**src/rtl/ctrl_seq_pkg.sv**
```systemverilog
// Shared encodings for the ARM-subset control sequencer: state codes,
// sequencer ALU operations and datapath select values.
`timescale 1ns/1ps
package ctrl_seq_pkg;

  typedef enum logic [3:0] {
    S_RST     = 4'd0,
    S_FETCH0  = 4'd1,
    S_FETCH1  = 4'd2,
    S_FETCH2  = 4'd3,
    S_DECODE  = 4'd4,
    S_DP      = 4'd5,
    S_LS_ADDR = 4'd6,
    S_LS_MEM  = 4'd7,
    S_LDR_WB  = 4'd8,
    S_BR_LINK = 4'd9,
    S_BR      = 4'd10
  } state_e;

  localparam logic [4:0] OP_SUB    = 5'd2;
  localparam logic [4:0] OP_ADD    = 5'd4;
  localparam logic [4:0] OP_PASS_B = 5'd13;
  localparam logic [4:0] OP_PASS_A = 5'd16;

  localparam logic [1:0] MA_RN    = 2'd0;
  localparam logic [1:0] MA_RD_PX = 2'd1;
  localparam logic [1:0] MA_R15   = 2'd2;

  localparam logic [1:0] MB_REG_B = 2'd0;
  localparam logic [1:0] MB_SHIFT = 2'd1;
  localparam logic [1:0] MB_MDR   = 2'd2;
  localparam logic [1:0] MB_CONST = 2'd3;

  localparam logic [2:0] MC_RD  = 3'd0;
  localparam logic [2:0] MC_R14 = 3'd2;
  localparam logic [2:0] MC_R15 = 3'd3;

  // B-address select that routes Rd onto port B so a store can load MDR
  localparam logic [1:0] MJ_RD = 2'd2;

  function automatic logic is_mem_wait(input logic [3:0] s);
    return (s == S_FETCH1) || (s == S_LS_MEM);
  endfunction

endpackage

```
**src/rtl/ctrl_seq_decode.sv**
```systemverilog
// Next-state logic for the control sequencer; purely combinational.
`timescale 1ns/1ps
module ctrl_seq_decode
  import ctrl_seq_pkg::*;
(
  input  logic [3:0] state_i,
  input  logic [7:0] ir_hi_i,
  input  logic       cond_true_i,
  input  logic       moc_i,
  input  logic       timeout_i,
  output logic [3:0] state_d_o
);

  // ir_hi_i carries ir[27:20]
  logic [2:0] cls;
  logic       link;
  logic       load;

  assign cls  = ir_hi_i[7:5];
  assign link = ir_hi_i[4];
  assign load = ir_hi_i[0];

  always_comb begin
    state_d_o = S_FETCH0;
    case (state_i)
      S_RST:     state_d_o = S_FETCH0;
      S_FETCH0:  state_d_o = S_FETCH1;
      S_FETCH1: begin
        if (moc_i)          state_d_o = S_FETCH2;
        else if (timeout_i) state_d_o = S_FETCH0;
        else                state_d_o = S_FETCH1;
      end
      S_FETCH2:  state_d_o = S_DECODE;
      S_DECODE: begin
        if (!cond_true_i)         state_d_o = S_FETCH0;
        else if (cls[2:1] == 2'b00) state_d_o = S_DP;
        else if (cls[2:1] == 2'b01) state_d_o = S_LS_ADDR;
        else if (cls == 3'b101)     state_d_o = link ? S_BR_LINK : S_BR;
        else                        state_d_o = S_FETCH0;
      end
      S_DP:      state_d_o = S_FETCH0;
      S_LS_ADDR: state_d_o = S_LS_MEM;
      S_LS_MEM: begin
        if (moc_i)          state_d_o = load ? S_LDR_WB : S_FETCH0;
        else if (timeout_i) state_d_o = S_FETCH0;
        else                state_d_o = S_LS_MEM;
      end
      S_LDR_WB:  state_d_o = S_FETCH0;
      S_BR_LINK: state_d_o = S_BR;
      S_BR:      state_d_o = S_FETCH0;
      default:   state_d_o = S_FETCH0;
    endcase
  end

endmodule

```
**src/rtl/ctrl_sequencer.sv**
```systemverilog
// Hardwired Moore control sequencer driving the single-bus datapath selects.
// Optional memory-handshake timeout: define CTRL_SEQ_MOC_TIMEOUT_EN.
`timescale 1ns/1ps
module ctrl_sequencer
  import ctrl_seq_pkg::*;
#(
  parameter int MOC_TIMEOUT = 16
)(
  input  logic        clk,
  input  logic        rst_n,
  input  logic [31:0] ir,
  input  logic        cond_true,
  input  logic        moc,
  output logic [1:0]  ma,
  output logic [1:0]  mb,
  output logic [2:0]  mc,
  output logic        md,
  output logic [4:0]  op,
  output logic        me,
  output logic [1:0]  mf,
  output logic        mg,
  output logic        mh,
  output logic [1:0]  mj,
  output logic        rf_ld,
  output logic        ir_ld,
  output logic        mar_ld,
  output logic        mdr_ld,
  output logic        fr_ld,
  output logic        mov,
  output logic        rw,
  output logic        mem_err,
  output logic [3:0]  state
);

  logic [3:0] state_q;
  logic [3:0] state_d;
  logic       timeout;
  logic       unused_ir;

  assign unused_ir = ^{ir[31:28], ir[19:0]};

  ctrl_seq_decode u_decode (
    .state_i     (state_q),
    .ir_hi_i     (ir[27:20]),
    .cond_true_i (cond_true),
    .moc_i       (moc),
    .timeout_i   (timeout),
    .state_d_o   (state_d)
  );

  always_ff @(posedge clk or negedge rst_n) begin
    if (!rst_n) state_q <= S_RST;
    else        state_q <= state_d;
  end

  assign state = state_q;

`ifdef CTRL_SEQ_MOC_TIMEOUT_EN
  localparam int CNT_W = (MOC_TIMEOUT > 2) ? $clog2(MOC_TIMEOUT) : 1;
  localparam logic [CNT_W-1:0] CNT_LAST = CNT_W'(MOC_TIMEOUT - 1);

  logic [CNT_W-1:0] cnt_q;

  // Any state change clears the count, so it restarts on every wait entry
  always_ff @(posedge clk or negedge rst_n) begin
    if (!rst_n)                    cnt_q <= '0;
    else if (state_d != state_q)   cnt_q <= '0;
    else if (is_mem_wait(state_q)) cnt_q <= cnt_q + CNT_W'(1);
  end

  assign timeout = is_mem_wait(state_q) && (cnt_q == CNT_LAST);
  assign mem_err = timeout && !moc;
`else
  assign timeout = 1'b0;
  assign mem_err = 1'b0;
`endif

  always_comb begin
    ma     = '0;
    mb     = '0;
    mc     = '0;
    md     = 1'b0;
    op     = '0;
    me     = 1'b0;
    mf     = '0;
    mg     = 1'b0;
    mh     = 1'b0;
    mj     = '0;
    rf_ld  = 1'b0;
    ir_ld  = 1'b0;
    mar_ld = 1'b0;
    mdr_ld = 1'b0;
    fr_ld  = 1'b0;
    mov    = 1'b0;
    rw     = 1'b0;
    case (state_q)
      S_FETCH0: begin
        ma = MA_R15; md = 1'b1; op = OP_PASS_A; mar_ld = 1'b1;
      end
      S_FETCH1: begin
        mov = 1'b1; rw = 1'b1;
      end
      S_FETCH2: begin
        ir_ld = 1'b1; ma = MA_R15; mb = MB_CONST; op = OP_ADD;
        mc = MC_R15; rf_ld = 1'b1;
      end
      S_DP: begin
        // Compare/test ops only update flags
        ma = MA_RN; mb = MB_SHIFT; mc = MC_RD; md = 1'b0;
        rf_ld = (ir[24:23] != 2'b10);
        fr_ld = ir[20];
      end
      S_LS_ADDR: begin
        ma = MA_RN; mb = MB_SHIFT; md = 1'b1; mar_ld = 1'b1;
        op = ir[23] ? OP_ADD : OP_SUB;
        if (!ir[20]) begin
          mj = MJ_RD; me = 1'b1; mdr_ld = 1'b1;
        end
      end
      S_LS_MEM: begin
        mov = 1'b1; rw = ir[20]; mdr_ld = ir[20];
      end
      S_LDR_WB: begin
        mb = MB_MDR; md = 1'b1; op = OP_PASS_B; mc = MC_RD; rf_ld = 1'b1;
      end
      S_BR_LINK: begin
        ma = MA_R15; md = 1'b1; op = OP_PASS_A; mc = MC_R14; rf_ld = 1'b1;
      end
      S_BR: begin
        ma = MA_R15; mb = MB_SHIFT; op = OP_ADD; mc = MC_R15; rf_ld = 1'b1;
      end
      default: ;
    endcase
  end

endmodule

```
**config.mk**
```make
export PLATFORM = sky130hd
export DESIGN_NAME = ctrl_sequencer
export DESIGN_NICKNAME = d
export VERILOG_FILES = /design/src/rtl/ctrl_seq_pkg.sv /design/src/rtl/ctrl_seq_decode.sv /design/src/rtl/ctrl_sequencer.sv
export SDC_FILE = /design/constraint.sdc
export NUM_CORES = 1
export LEC_CHECK = 0
export BUFFER_PORTS_ARGS = -buffer_cell sky130_fd_sc_hd__buf_2
export CORE_UTILIZATION = 35
export DETAILED_ROUTE_END_ITERATION = 8
export MAX_ROUTING_LAYER = met4
export PLACE_DENSITY = 0.79
export SYNTH_ARGS = -nofsm -noshare
export SYNTH_HDL_FRONTEND = slang
export SYNTH_HIERARCHICAL = 1
export SYNTH_SLANG_ARGS = --single-unit
```
**constraint.sdc**
```tcl
create_clock -name clk -period 2.5 [get_ports clk]
set_input_delay 0.75 -clock clk [delete_from_list [all_inputs] [get_ports clk]]
set_output_delay 0.75 -clock clk [all_outputs]
set_load 0.005 [all_outputs]
```
==> reports/results.ini, run 1 <==
[outcome]
status=finished clean

[clock_tree]
clk_latency_ns=0.24
cts_tree=done
clockBufferDepth=2
hold_buffers=0
postCtsSetupBuffers=0
htree_levels=1
cts.clk_slew.worst_paths_ns=0.04
cts_resized=0
cts_made_buffers=3
cts_root_buffer=clkbuf_4
clock_sinks=4

[synth]
synth-simple-area-share=0.4210
synth_xor_area_frac=0.03860
synth_cell_types=36
synth_top_cell_area_share=0.1471
synth_top_family_by_area=simple AND/OR/NAND/NOR gates
yosysMostFrequentCell=nor2_1
postSynthCellCount=97
ys_ff_latch=4
yosys_warnings=6
dominantRegCellSynth=dfrtp_1
synth_fa_ha_area_frac=0
synth_edf_count=0
synthTopCellsByArea=dfrtp_1 (15%), buf_4 (12%), nor2_1 (7.7%)
synth-compound-area-share=0.1912
synth.avg_cell_area_um2=7.017
async_flop_share=1.000
yosys-top-cells-count=nor2_1 (14), buf_4 (11), nand2_1 (10)
ys_seq_area_frac=0.1471
synth_area_um2=680.7
synth_area_leader_cell=dfrtp_1
muxShareOfSynthArea=0

[layout]
diodes=0
fin_util=0.4716
layout.cells.non_filler=155
syn2layout_area_growth_pct=23.53
nNetsFinal=168
drive_above_1_share=0.3462
largest_register_ffs=4

[setup_path]
crit_path_start_kind=flop
worst_ep_arrival_time_ns=1.66
cpLargestDelayFamily=simple AND/OR/NAND/NOR gates
r2r-end=state[0]
crit_required_ns=1.75
cpMaxStageDelayCell=dfrtp_1
crit_chain=nor2b_4 > and2_4 > or4_1 > buf_2
timing_worst_setup_path_type=reg -> out
cpPeakStageDelay_ns=0.54
regToRegSetupSlack_ns=1.12
rr_startpoint=state[0]
worstPathMaxFanout=10
endpoint_kind=primary output
critPathBufInv=1
ff2ff_path_depth=5

[power]
p_sw_frac=0.4694
power_frac_clock=0.094
p_comb_frac=0.777
intPower_w=0.0004542
peakVddDrop_uv=349.9
leakagePower_nw=0.4429
p_switching_w=0.0004018
power.total_w=0.0008560
p_seq_frac=0.130
pwr_density_cell_nw_per_um2=1018

[sta]
fmax_mhz=414.2
period_share=0.9656
slew_violations=0
layout_min_cycle_time_ns=2.414
finalSetupViolCount=0
finalHoldViolCount=0
hold_slack_ns=0.3115
rsz0062_at_grt=no
fin_tns_setup_ns=0
finClkSkew_ns=0.001404

[grt]
met1_usage=0.1810
grt_overflow=0
grt_pass1_wl_um=2373
grt_max_degree=22
met2_usage=0.2732
grtUsageMet3=0.02353
grt_antenna_before_repair=0
grt_pass1_vias=592
busiest_layer=met2
grt_use_total=0.1600

[routing]
ant_nets=0
avgViaCountPerCell=4.787
num_vias=742
drtIter0Drc=14
dr.pass1.iters=4
avgRoutedWirePerCell_um=10.18
drcViolationCount=0
postRouteWirelength_um=1578

[placed_design]
gp_congestion=0.8457
post-dp-hpwl_um=1212
port-buffer-count=33
dp.cells=152

[run]
maxCapViolCount=0

[die]
ios=68
fp-row-count=15
dieArea_um2=2125
die-height_um=46.10
die_width_um=46.10
initial_utilization=0.3818
core_area_um2=1783

[min_path]
holdCritPathClass=in -> async

[worst max-delay path by stage]
stage	startpoint	end	slack [ns]	depth (start not counted)
CTS	state[3]	rf_ld	0.08	4
global route	state[3]	rf_ld	0.02	4
detailed placement	ir[23]	rf_ld	0.12	5
global placement	ir[23]	rf_ld	0.13	5
finish	state[3]	rf_ld	0.09	4
floorplan	ir[24]	rf_ld	0.37	3
[cells in the final DEF (no fill, tap or decap), types with 2 or more instances in the layout]
cell      instances
clkbuf_4          3
a21oi_1           6
nor3_1            4
buf_4             5
dfrtp_1           4
nor2_1           14
nor3b_1           3
conb_1           11
nand2_1          10
o21bai_1          2
nand2b_1          6
buf_2            33
o21ai_0           2
o31ai_1           2
xor2_1            3
nor2b_1           3
[cell type report]
| type | instances | area [um^2] |
|---|---|---|
| fill | 184 | 942.2 |
| multi-input combinational | 85 | 484.2 |
| clock buffer | 3 | 22.52 |
| sequential | 4 | 100.1 |
| timing repair buffer | 38 | 202.7 |
| tap | 25 | 31.28 |
[power groups by stage]
stage,clock network (W),registers (W),logic [W]
final,0.0000802,0.000111,0.000665
after global routing,0.0000819,0.000116,0.000751
after CTS,0.0000825,0.000111,0.000667
after detailed placement,0,0.000111,0.000665
after global placement,0,0.000110,0.000644
after floorplan,0,0.000123,0.000476
[layer usage]
metal | vias to the layer above | part of all wire | wire length [um]
met5 | - | 0 | 0
met4 | 0 | 0.011 | 18
met1 | 325 | 0.47 | 734
met3 | 2 | 0.058 | 91
li1 | 381 | - | -
met2 | 34 | 0.47 | 734
[stage by stage]
step | instance area [um^2] | setup slack, ns
6_report | 840.8 | 0.08590
5_1_grt | 840.8 | 0.02269
4_1_cts | 840.8 | 0.08435
3_5_place_dp | 818.3 | 0.1162
3_3_place_gp | 818.3 | 0.1259
2_1_floorplan | 718.2 | 0.3698
[cell families (layout without fill, tap and decap cells)]
group                  count (synthesis)  in the layout
other                                  1             11
AND/OR/NAND/NOR                       51             51
buffers and inverters                 18             41
flip-flops                             4              4
AO/OA/AOI/OAI                         20             20
XOR/XNOR                               3              3
Power figures use the tool's default switching activity.
==> run 2, diff against run 1 <==
- CELL_PAD_IN_SITES_DETAIL_PLACEMENT: not set -> 0
- CELL_PAD_IN_SITES_GLOBAL_PLACEMENT: not set -> 1
- CORE_UTILIZATION: 35 -> 22
- CTS_CLUSTER_DIAMETER: not set -> 30
- PLACE_DENSITY: 0.79 -> not set
- PLACE_DENSITY_LB_ADDON: not set -> 0.1
- RECOVER_POWER: not set -> 100
==> run 2 against run 1 <==
Against the previous run:
- the flow now finishes with violations (DRC)
- utilization fell by 17 points
- clock power fell by 0.7%
- first-iteration DRC count decreased by 36%
- sequential power is 4% higher
- final cell count rose by 5.2%
- critical path type is now in -> out
- critical endpoint unchanged
- highest routed layer is now met3
==> reports/results.ini, run 2 (synthesized netlist as in run 1, its figures left out) <==
[routing]
dr.pass1.iters=6
ant_nets=0
drcViolationCount=4
postRouteWirelength_um=1844
avgRoutedWirePerCell_um=11.31
drtIter0Drc=9
num_vias=748
avgViaCountPerCell=4.589

[placed_design]
dp.cells=160
gp_congestion=0.7432
post-dp-hpwl_um=1451
port-buffer-count=33

[layout]
syn2layout_area_growth_pct=24.45
layout_common_cells=buf_2 (17), nor2_1 (14), clkbuf_1 (14)
multi_input_area_um2=489.2
fin_util=0.2969
largest_register_ffs=4
regArea_um2=101.3
drive_above_1_share=0.2576
fillers=333
final_common_cell=buf_2
diodes=0
layout.cells.non_filler=163
nNetsFinal=170

[grt]
grt_pass1_vias=656
grt_max_degree=22
grt_overflow=0
grt_pass1_wl_um=2911
grt_antenna_before_repair=0
grt_use_total=0.1148

[sta]
layout_min_cycle_time_ns=2.402
finClkSkew_ns=0.002183
finalSetupViolCount=0
period_share=0.9607
finalHoldViolCount=0
rsz0062_at_grt=no
slew_violations=0
fmax_mhz=416.3
fin_tns_setup_ns=0
hold_slack_ns=0.3379

[power]
peakVddDrop_uv=401.4
leakagePower_nw=0.3995
pwr_density_cell_nw_per_um2=1009
power.total_w=0.0008543

[clock_tree]
clk_latency_ns=0.23
clockBufferDepth=2
cts_root_buffer=clkbuf_4
clock_sinks=4
cts_tree=done
htree_levels=1
hold_buffers=0
cts_made_buffers=3
cts.clk_slew.worst_paths_ns=0.04

[setup_path]
worstPathMaxFanout=3
crit_required_ns=1.75
timing_worst_setup_path_type=in -> out
crit_path_start_kind=input port
endpoint_kind=primary output
worst_ep_arrival_time_ns=1.65

[run]
maxCapViolCount=0

[outcome]
violations=DRC
status=complete, but fails checks

[min_path]
holdCritPathClass=in -> async

[die]
die-height_um=57.62
fp-row-count=19
initial_utilization=0.2386
die_width_um=57.62
core_area_um2=2853
dieArea_um2=3320
ios=68

-- run 2: cell count changes in the layout (fill, tap and decap cells not counted), sizes merged --
cell    previous run  this run
clkbuf             3        21
buf               38        22
-- run 2: final cells by class --
cell class                 count  share of cell area
timing repair buffer          40              0.2304
tap                           31             0.04579
multi-input combinational     85              0.5775
clock buffer                   3             0.02659
sequential                     4              0.1196
-- run 2: power breakdown --
group | switching (W) | leakage [nW] | internal [W]
clock network | 0.0000260 | 0.0138 | 0.0000537
logic | 0.000361 | 0.337 | 0.000299
registers | 0.0000248 | 0.0487 | 0.0000897
total | 0.000412 | 0.399 | 0.000443
-- run 2: path summary, 6_finish.rpt --
path | cells after the start | slack (ns) | startpoint | endpoint
max in group asynchronous | 1 | 1.96 | rst_n | state[3]
worst max register to register | 5 | 1.10 | state[3] | state[0]
worst max-delay path | 5 | 0.1 | ir[23] | rf_ld
worst min-delay path | 1 | 0.34 | rst_n | state[2]
min in group clk | 2 | 0.74 | state[1] | state[3]
worst min register to register | 2 | 0.74 | state[1] | state[3]
-- run 2: critical path: stages --
cell and delay, ns:
buf_2 0.12, nor2b_1 0.13, nor4b_1 0.07, or4_1 0.46, clkbuf_1 0.12
-- run 2: repair_timing --
item	CTS	global route
setup endpoints to repair	0	1
gates resized for setup	0	2
setup buffers	0	0
-- run 2: metrics by stage --
step	setup slack (ns)	area (um^2)
5_1_grt	0.02059	847.1
3_3_place_gp	0.06859	840.8
6_report	0.09814	847.1
3_5_place_dp	0.08091	840.8
2_1_floorplan	0.3698	718.2
4_1_cts	0.07340	863.3
-- run 2: per-layer routing --
metal | wire [um] | track usage | share of wire
met1 | 829 | 0.1376 | 0.45
met2 | 872 | 0.1894 | 0.47
met3 | 142 | 0.03125 | 0.077
met4 | 0 | 0.03136 | 0
met5 | 0 | - | 0
